[config.mk]
export PLATFORM = sky130hd
export DESIGN_NAME = spi_digit_cmd
export DESIGN_NICKNAME = d
export VERILOG_FILES = /design/src/rtl/spi_digit_cmd.sv
export SDC_FILE = /design/constraint.sdc
export NUM_CORES = 1
export LEC_CHECK = 0
export CORE_MARGIN = 3
export CORE_UTILIZATION = 35
export DETAILED_ROUTE_END_ITERATION = 6
export DONT_BUFFER_PORTS = 1
export GPL_TIMING_DRIVEN = 0
export SLEW_MARGIN = 20
export SYNTH_ARGS = -nofsm -noshare
export SYNTH_HDL_FRONTEND = slang
export SYNTH_SLANG_ARGS = --single-unit
export TNS_END_PERCENT = 30
[constraint.sdc]
create_clock -name clk -period 5.75 [get_ports clk]
set_input_delay 0.575 -clock clk [delete_from_list [all_inputs] [get_ports clk]]
set_output_delay 0.575 -clock clk [all_outputs]
set_load 0.005 [all_outputs]
[src/rtl/spi_digit_cmd.sv]
// SPI command decoder for a 4-digit 7-segment display: parses framed bytes into
// digit/colon/increment/clear commands and holds the committed display state.
module spi_digit_cmd #(
    parameter logic [15:0] RESET_DIGITS = 16'h0000,
    parameter logic [1:0]  RESET_COLON  = 2'b11,
    parameter int          CS_SYNC      = 2
) (
    input  logic       clk,
    input  logic       rst_n,
    input  logic       cs_n,
    input  logic [7:0] rx_byte,
    input  logic       rx_valid,
    output logic [3:0] digit0,
    output logic [3:0] digit1,
    output logic [3:0] digit2,
    output logic [3:0] digit3,
    output logic [1:0] colon,
    output logic       update,
    output logic       err,
    output logic [7:0] status
);

    typedef enum logic [2:0] {
        IDLE    = 3'd0,
        CMD     = 3'd1,
        DATA1   = 3'd2,
        DATA2   = 3'd3,
        DISCARD = 3'd4
    } state_t;

    typedef enum logic [1:0] {
        K_DIGIT = 2'd0,
        K_COLON = 2'd1,
        K_ALL   = 2'd2
    } kind_t;

    logic [CS_SYNC-1:0] cs_sync_reg;
    logic               cs_act;
    logic               cs_act_d_reg;
    logic               cs_fall;
    logic               cs_rise;

    state_t      state_reg,  state_next;
    kind_t       kind_reg,   kind_next;
    logic [1:0]  idx_reg,    idx_next;
    logic [7:0]  shadow_reg, shadow_next;
    logic [15:0] digits_reg, digits_next;
    logic [1:0]  colon_reg,  colon_next;
    logic        err_reg,    err_next;
    logic        update_reg;
    logic        commit;

    // Synchronizer idles high so a reset never looks like a chip-select edge.
    always_ff @(posedge clk or negedge rst_n) begin
        if (!rst_n) begin
            cs_sync_reg  <= '1;
            cs_act_d_reg <= 1'b0;
        end else begin
            cs_sync_reg  <= {cs_sync_reg[CS_SYNC-2:0], cs_n};
            cs_act_d_reg <= cs_act;
        end
    end

    assign cs_act  = ~cs_sync_reg[CS_SYNC-1];
    assign cs_fall = cs_act & ~cs_act_d_reg;
    assign cs_rise = ~cs_act & cs_act_d_reg;

    // Digits ripple from the LSD; any nibble of 9 or above wraps and carries.
    function automatic logic [15:0] bcd_inc(input logic [15:0] d);
        logic [15:0] r;
        logic        carry;
        r     = d;
        carry = 1'b1;
        for (int i = 0; i < 4; i++) begin
            if (carry) begin
                if (d[i*4 +: 4] >= 4'd9) begin
                    r[i*4 +: 4] = 4'd0;
                end else begin
                    r[i*4 +: 4] = d[i*4 +: 4] + 4'd1;
                    carry       = 1'b0;
                end
            end
        end
        return r;
    endfunction

    always_ff @(posedge clk or negedge rst_n) begin
        if (!rst_n) begin
            state_reg  <= IDLE;
            kind_reg   <= K_DIGIT;
            idx_reg    <= 2'd0;
            shadow_reg <= 8'd0;
            digits_reg <= RESET_DIGITS;
            colon_reg  <= RESET_COLON;
            err_reg    <= 1'b0;
            update_reg <= 1'b0;
        end else begin
            state_reg  <= state_next;
            kind_reg   <= kind_next;
            idx_reg    <= idx_next;
            shadow_reg <= shadow_next;
            digits_reg <= digits_next;
            colon_reg  <= colon_next;
            err_reg    <= err_next;
            update_reg <= commit;
        end
    end

    always_comb begin
        state_next  = state_reg;
        kind_next   = kind_reg;
        idx_next    = idx_reg;
        shadow_next = shadow_reg;
        digits_next = digits_reg;
        colon_next  = colon_reg;
        err_next    = err_reg;
        commit      = 1'b0;

        case (state_reg)
            IDLE: begin
                if (cs_fall) state_next = CMD;
            end
            CMD: begin
                if (rx_valid) begin
                    case (rx_byte)
                        8'h10, 8'h11, 8'h12, 8'h13: begin
                            kind_next  = K_DIGIT;
                            idx_next   = rx_byte[1:0];
                            state_next = DATA1;
                        end
                        8'h20: begin
                            kind_next  = K_COLON;
                            state_next = DATA1;
                        end
                        8'h30: begin
                            kind_next  = K_ALL;
                            state_next = DATA1;
                        end
                        8'h40: begin
                            digits_next = bcd_inc(digits_reg);
                            commit      = 1'b1;
                            state_next  = DISCARD;
                        end
                        8'h50: begin
                            digits_next = RESET_DIGITS;
                            colon_next  = RESET_COLON;
                            err_next    = 1'b0;
                            commit      = 1'b1;
                            state_next  = DISCARD;
                        end
                        default: begin
                            err_next   = 1'b1;
                            state_next = DISCARD;
                        end
                    endcase
                end
            end
            DATA1: begin
                if (rx_valid) begin
                    case (kind_reg)
                        K_DIGIT: begin
                            digits_next[{idx_reg, 2'b00} +: 4] = rx_byte[3:0];
                            commit     = 1'b1;
                            state_next = DISCARD;
                        end
                        K_COLON: begin
                            colon_next = rx_byte[1:0];
                            commit     = 1'b1;
                            state_next = DISCARD;
                        end
                        K_ALL: begin
                            shadow_next = rx_byte;
                            state_next  = DATA2;
                        end
                        default: state_next = DISCARD;
                    endcase
                end
            end
            DATA2: begin
                if (rx_valid) begin
                    digits_next = {shadow_reg, rx_byte};
                    commit      = 1'b1;
                    state_next  = DISCARD;
                end
            end
            DISCARD: ;
            default: state_next = IDLE;
        endcase

        // Chip-select edges win over the byte's next state, but the byte's
        // data effects above still apply in the same cycle.
        if (state_reg != IDLE) begin
            if (cs_rise)      state_next = IDLE;
            else if (cs_fall) state_next = CMD;
        end
    end

    assign digit0 = digits_reg[3:0];
    assign digit1 = digits_reg[7:4];
    assign digit2 = digits_reg[11:8];
    assign digit3 = digits_reg[15:12];
    assign colon  = colon_reg;
    assign update = update_reg;
    assign err    = err_reg;
    assign status = {err_reg, 4'b0000, state_reg};

endmodule

; Word-level counts from Yosys, hierarchy flattened
; Index checks and enable logic that the tools add are counted.
[word_totals]
wordCells = 124
inputBits = 12
out_inout_bits = 28
regBits = 38
[op_classes]
reduce_logical = 20
n_shift = 2
mux = 51
n_eq_ne = 24
bitwise_logic = 5
n_addsub = 5
n_lt_le_gt_ge = 4
[op_table]
columns = cell, n
row1 = 16-bit two-way mux, 4
row2 = 16-bit one-hot mux with 3 select lines, 1
row3 = 8-bit by 5-bit == test with 1-bit output (second input constant), 4
row4 = 16-bit one-hot mux with 2 select lines, 1
row5 = 4-bit two-way mux, 7
row6 = 3-bit two-way mux, 9
row7 = 7-bit AND reduction, 3
row8 = 1-bit two-way mux, 19
row9 = 4-bit by 1-bit adder with 4-bit output (second input constant), 4
row10 = 16-bit bitwise mux, 1
row11 = 8-bit by 6-bit == test with 1-bit output (second input constant), 2
row12 = 8-bit by 7-bit == test with 1-bit output (second input constant), 2
row13 = 4-bit >= comparator (second input constant), 4
row14 = 4-bit by 6-bit variable shift with 16-bit output (first input constant), 1
row15 = 4-bit by 6-bit indexed part select with 16-bit output, 1
row16 = 3-bit one-hot mux with 5 select lines, 1
row17 = 3-bit AND reduction, 4
row18 = 3-bit != test (second input constant), 3
row19 = 3-bit nonzero test, 3
row20 = 2-bit two-way mux, 4
row21 = 7-bit OR reduction, 1
row22 = 3-bit by 2-bit == test with 1-bit output (second input constant), 2
row23 = 2-bit by 1-bit != test with 1-bit output (second input constant), 3
row24 = 2-bit != test (second input constant), 3
row25 = 20 further kinds, 24

; Longest topological paths before layout
; Gate-level depths: netlist of the first run.
[logic_depth]
word_depth = 17
ltp_mapped = 7
mapped_depth_nobuf = 7

; Least setup slack after synthesis of the first run
; No wires, ideal clock.
[synth_path]
path_type = input to register
startpoint = input port rx_byte[2]
endpoint = register digits_reg[12]
path_buffers = 0
setup_ns = 0.128
t_required_ns = 5.622
path_stages = 5
path_slack_ns = 3.241
t_arrival_ns = 2.382
cell_sequence = or3_1 > or3_4 > a221oi_4 > a21boi_4 > mux2_1
[synth_via]
elab_chain_cells = 5
word_cells_on_any_way = 12
cone_classes = eq/ne (4) / shift (1) / mux (6) / reduce/logical (1)
[synth_lines]
columns = item, line
row1 = from (decl), 11  ; input logic [7:0] rx_byte,
row2 = 4-bit by 6-bit indexed part select with 16-bit output, 162  ; digits_next[{idx_reg, 2'b00} +: 4] = rx_byte[3:0];
row3 = 16-bit bitwise mux, 162
row4 = 16-bit two-way mux, 160  ; case (kind_reg)
row5 = 16-bit two-way mux, 159  ; if (rx_valid) begin
row6 = 16-bit one-hot mux with 3 select lines, 119  ; case (state_reg)
row7 = to (signal assigned), 102  ; digits_reg <= digits_next;
row8 = to (decl), 47  ; logic [15:0] digits_reg, digits_next;
; Several ways; a longest one is shown, not always the timed one. The select of a mux whose other input is x is not followed.
; A chain may end at the register's enable or synchronous reset.

; Worst setup path after layout of the first run
[layout_path]
startpoint = register state_reg[1]
endpoint = register digits_reg[12]
[layout_via]
elab_chain_cells = 3
word_cells_on_any_way = 12
cone_classes = eq/ne (9) / mux (1) / reduce/logical (2)
[layout_lines]
columns = item, line
row1 = from (decl), 43  ; state_t state_reg, state_next;
row2 = from (signal assigned), 98  ; state_reg <= state_next;
row3 = 3-bit by 1-bit == test with 1-bit output / 3-bit by 2-bit == test with 1-bit output (equally long branches), 119
row4 = 3-bit != test (no line) (tied with other cells), n/a
row5 = 7-bit AND reduction (no line), n/a
; Several ways; a longest one is shown, not always the timed one.

==> impl_metrics.yaml, run 1 <==
layout:
  stdcell_area_sq_um: 2860
  drive_gt1_frac: 0.124
  stdcell_count: 387
  final_nets: 319
  largest_register_ff_count: 16
  diodes: 0
  syn2layout_area_growth_pct: 10.3
worst_hold_path:
  min_path_type: "in2async"
clocking:
  clkLatencyLatePin_ns: 0.30
  clk_path_buf_depth: 2
  postCtsHoldBufs: 1
  cts_buffers: 5
  clkTransAtPathRegs_ns: 0.08
  cts_tree: "yes"
  ctsRootBufferMaster: "clkbuf_8"
  htreeDepth: 2
  cts_setup_buffers: 0
  cts.repair.resized: 0
  cts_sinks: 38
setup_path:
  critPathSlowestCell: "nor3b_1"
  criticalPathCategory: "reg2reg"
  slowest_delay_ns: 0.80
  worstPathArrival_ns: 2.85
  cp-end-kind: "flip-flop"
  r2r_slack_ns: 3.09
  worstPathRequired_ns: 5.94
  cp-start-kind: "flip-flop"
  path_cells: "clkbuf_1 -> nor3b_1 -> and4bb_2 -> a221oi_4 -> a21boi_4 -> mux2_1"
  reg2reg_from: "state_reg[1]"
  cp_max_fo: 10
  crit_path_start: "state_reg[1]"
sta:
  slew_viol_final: 0
  period_minus_slack_ns: 2.66
  finalCritPeriodShare: 0.463
  fmax_mhz: 376
  finalHoldViolations: 0
  fin_tns_setup_ns: 0
  clock-skew-final_ns: 0.00979
  rsz0062_at_grt: "false"
  tightestPinTransition_ns: 0.936
  slew_headroom: 0.375
  finalSetupViolations: 0
drt:
  vias_per_cell: 5.69
  drtAntennaViolNets: 0
  wirelength_um: 6810
  vias: 2201
  drt-initial-drc-count: 172
  drt-pass1-iter-count: 4
  drc: 0
  routedWlPerCell_um: 17.6
synth:
  synth_top_area_frac: 0.328
  synthArstFlopShare: 1.00
  synth_area_sq_um: 2590
  synth_area_per_cell_sq_um: 9.29
  synthTopCellsByCount: "dfrtp_1 (34), inv_1 (26), o21ai_0 (21)"
  yosysSeqAreaShare: 0.369
  synthFlopType: "dfrtp_1"
  synth_edf_count: 0
  yosys.area.top_type: "dfrtp_1"
  synth_seq_cells: 38
  syn-instance-count: 279
  synth.most_common_cell: "dfrtp_1"
  ys_types: 56
  ys_warn_count: 0
  synth.area.top_cells: "dfrtp_1 (33%), ha_1 (8.2%), dfstp_2 (4.1%), o21ai_0 (4.1%), mux2_2 (3.9%)"
placement:
  dpl_cell_area_sq_um: 2720
  port_buffers: 0
  placed_cells: 378
  place_hpwl_um: 4810
  gp_congestion: 0.916
floorplan:
  fp-row-count: 30
  pin_count: 40
  die_y_um: 92.1
  coreArea_sq_um: 6980
  die_w_um: 92.1
  die_area_sq_um: 8480
  start_util: 0.371
global_routing:
  grt_pass1_vias: 2167
  antenna_found_initial: 0
  grt_pass1_wl_um: 11200
  grt.total_usage: 0.166
  grt_max_degree: 35
  grt.overflow.total: 0
flow_run:
  drv_cap: 0
power_and_ir_drop:
  irDropWorstVdd_v: 0.000232
  p_per_area_nw_per_um2: 374
  leakage_nw: 1.25
status:
  status: "finished clean"
## worst max-delay path, delay by kind of cell (launching register included)
kind | cells | cell delay [ns]
AOI/OAI and AO/OA | 2 | 0.35
buffers and inverters | 1 | 0.20
DFF | 1 | 0.40
and+or+nand+nor | 2 | 1.25
muxes | 1 | 0.35
## layout make-up
type,instances,area (sq um)
Inverter,26,97.6
Sequential cell,38,956
Multi-Input combinational cell,202,1470
Clock inverter,1,30.0
Clock buffer,7,86.3
Timing Repair Buffer,1,20.0
Buffer,16,78.8
Tap cell,96,120
Fill cell,733,4120
## metrics by stage
step	utilization	power, mW	worst slack, ns	hold WS, ns
floorplan	-	0.724	3.24	0.279
global placement	0.390	0.815	3.03	0.282
detailed placement	0.390	0.825	3.02	0.282
CTS	0.410	1.08	3.15	0.0979
global route	0.410	1.16	2.99	0.0981
finish	0.410	1.07	3.09	0.0899
## report_power, final
| group | internal [mW] | total [mW] | leakage (nW) | switching (mW) |
|---|---|---|---|---|
| Combinational | 0.180 | 0.387 | 0.723 | 0.207 |
| Sequential | 0.332 | 0.442 | 0.465 | 0.110 |
| Clock | 0.142 | 0.241 | 0.0585 | 0.0996 |
| Total | 0.653 | 1.07 | 1.25 | 0.416 |
## cell families (layout without fill, tap and decap cells)
logic type                 after synthesis  in the layout  share of synthesized area
and+or+nand+nor                         74             74                      0.154
other                                    1              4                    0.00145
xor gates and xnor gates                 3              3                     0.0101
muxes                                   15             15                     0.0642
AOI/OAI and AO/OA                       88             88                      0.248
adders and majority gates               18             18                     0.0859
DFF                                     38             38                      0.369
buffers and inverters                   42             51                     0.0681
## placed cells by master, fill, tap and decap left out, drive strengths merged, types with 5 or more instances in the layout
cell type / count
clkbuf: 18
o21ai: 23
nor2: 18
o22ai: 7
dfrtp: 34
inv: 26
a221oi: 5
nor3: 5
buf: 6
nor2b: 5
nand2: 16
ha: 17
mux2: 13
nand3: 8
a22o: 8
a21oi: 11
## per-layer routing
| metal | wire [um] | vias up | global-route usage |
|---|---|---|---|
| met5 | 0 | - | 0 |
| met4 | 143 | 0 | 0.0693 |
| met3 | 434 | 15 | 0.0410 |
| met2 | 3010 | 78 | 0.251 |
| met1 | 3220 | 1062 | 0.226 |
| li1 | - | 1046 | - |
## path summary, 6_finish.rpt
check                            endpoint  cells after the start
max                        digits_reg[12]                      6
min                        digits_reg[15]                      1
max reg2reg                digits_reg[12]                      6
min reg2reg                cs_sync_reg[1]                      0
max in group asynchronous   digits_reg[3]                      1
min in group clk           cs_sync_reg[0]                      0
Note: power is estimated with default switching activity, not from simulation.
==> run 2, diff against run 1 <==
- clock period: 5.75 -> 2.7 ns (I/O delays scaled with it)
==> impl_metrics.yaml, run 2 (synthesized netlist as in run 1, its figures left out) <==
layout:
  final_util: 0.414
  stdcell_count: 390
  largest_register_ff_count: 16
  stdcell_area_sq_um: 2890
  drive_gt1_frac: 0.129
  layout_commonest_cell: "dfrtp_1"
  syn2layout_area_growth_pct: 11.6
  layout_common_cells: "dfrtp_1 (34), inv_1 (26), o21ai_0 (21)"
  final_nets: 322
  diodes: 0
sta:
  tightestPinTransition_ns: 0.805
  slew_headroom: 0.458
  finalHoldViolations: 0
  slew_viol_final: 0
  period_minus_slack_ns: 2.48
  fmax_mhz: 403
  setup_ws_ns: 0.221
  rsz0062_at_grt: "false"
  finalSetupViolations: 0
  finalCritPeriodShare: 0.918
  clock-skew-final_ns: 0.0107
  fin_tns_setup_ns: 0
  hold_slack_ns: 0.109
clocking:
  cts_tree: "yes"
  clkTransAtPathRegs_ns: 0.08
  ctsRootBufferMaster: "clkbuf_8"
  clk_path_buf_depth: 2
  cts_sinks: 38
  cts_buffers: 5
  htreeDepth: 2
  clkLatencyLatePin_ns: 0.31
status:
  status: "finished clean"
setup_path:
  crit_family: "simple AND/OR/NAND/NOR gates"
  path_common_cell: "clkbuf_1"
  worstPathRequired_ns: 2.89
  path_cells: "clkbuf_1 -> nor2b_1 -> clkbuf_1 -> nand2_1 -> nor2_1 -> mux2_2"
  critPathBufInv: 2
  slowest_delay_ns: 0.54
  cp-start-kind: "flip-flop"
  worstPathArrival_ns: 2.67
  cp-end-kind: "flip-flop"
  r2r_slack_ns: 0.22
  cp_max_fo: 10
  criticalPathCategory: "reg2reg"
  critPathSlowestCell: "nor2_1"
power_and_ir_drop:
  p_per_area_nw_per_um2: 789
  irDropWorstVdd_v: 0.000496
  finalPower_mw: 2.28
  leakage_nw: 1.26
placement:
  port_buffers: 0
  place_ws_ns: 0.132
  dpl_cell_area_sq_um: 2720
  placed_cells: 378
  gp_congestion: 0.916
  place_hpwl_um: 4810
drt:
  routedWlPerCell_um: 17.2
  drc: 0
  drt-pass1-iter-count: 5
  drt-initial-drc-count: 192
  drtAntennaViolNets: 0
  vias: 2197
  wirelength_um: 6700
  vias_per_cell: 5.63
global_routing:
  antenna_found_initial: 0
  grt.overflow.total: 0
  grt_max_degree: 39
  grt_pass1_vias: 2165
  grt_pass1_wl_um: 11100
  grt.total_usage: 0.163
floorplan:
  coreArea_sq_um: 6980
  die_w_um: 92.1
  fp-row-count: 30
  die_area_sq_um: 8480
  pin_count: 40
  die_y_um: 92.1
  start_util: 0.371
worst_hold_path:
  min_path_type: "in2reg"
flow_run:
  drv_cap: 0
run 2: cell count changes in the layout (fill, tap and decap cells not counted), sizes merged:
cell | previous run | this run
buf | 6 | 7
dlygate4sd3 | 0 | 2
run 2: path summary, 6_finish.rpt:
kind,from,to,cells after the start
max,state_reg[1],shadow_reg[4],6
min,rx_byte[2],shadow_reg[2],1
max reg2reg,state_reg[1],shadow_reg[4],6
min reg2reg,cs_sync_reg[0],cs_sync_reg[1],0
max in group asynchronous,rst_n,colon[1],2
min in group asynchronous,rst_n,digits_reg[15],2
run 2: what timing repair did:
action | in CTS | in global routing
resized for setup | 0 | 1
hold buffers | 3 | 0
hold endpoints to repair | 39 | 0
buffers inserted | 0 | 1
endpoints found under the setup margin | 0 | 4
run 2: area by class of cell:
type	count	area, sq um
inverter	26	97.6
multi-input combinational	202	1480
fill	729	4090
buffer	16	78.8
clock buffer	7	86.3
sequential	38	956
clock inverter	1	30.0
tap	96	120
timing repair buffer	4	47.5
run 2: where the power goes:
group          switching (mW)  internal (mW)  total (mW)
combinational           0.438          0.389       0.827
sequential              0.234          0.707       0.941
clock                   0.212          0.301       0.514
total                   0.885           1.40        2.28
run 2: per-layer routing:
metal / global-route usage / part of all wire / vias up
met4: 0.0693 / 0.018 / 0
met2: 0.246 / 0.45 / 82
met1: 0.221 / 0.46 / 1058
met3: 0.0410 / 0.074 / 9
li1: - / - / 1048
met5: 0 / 0 / -
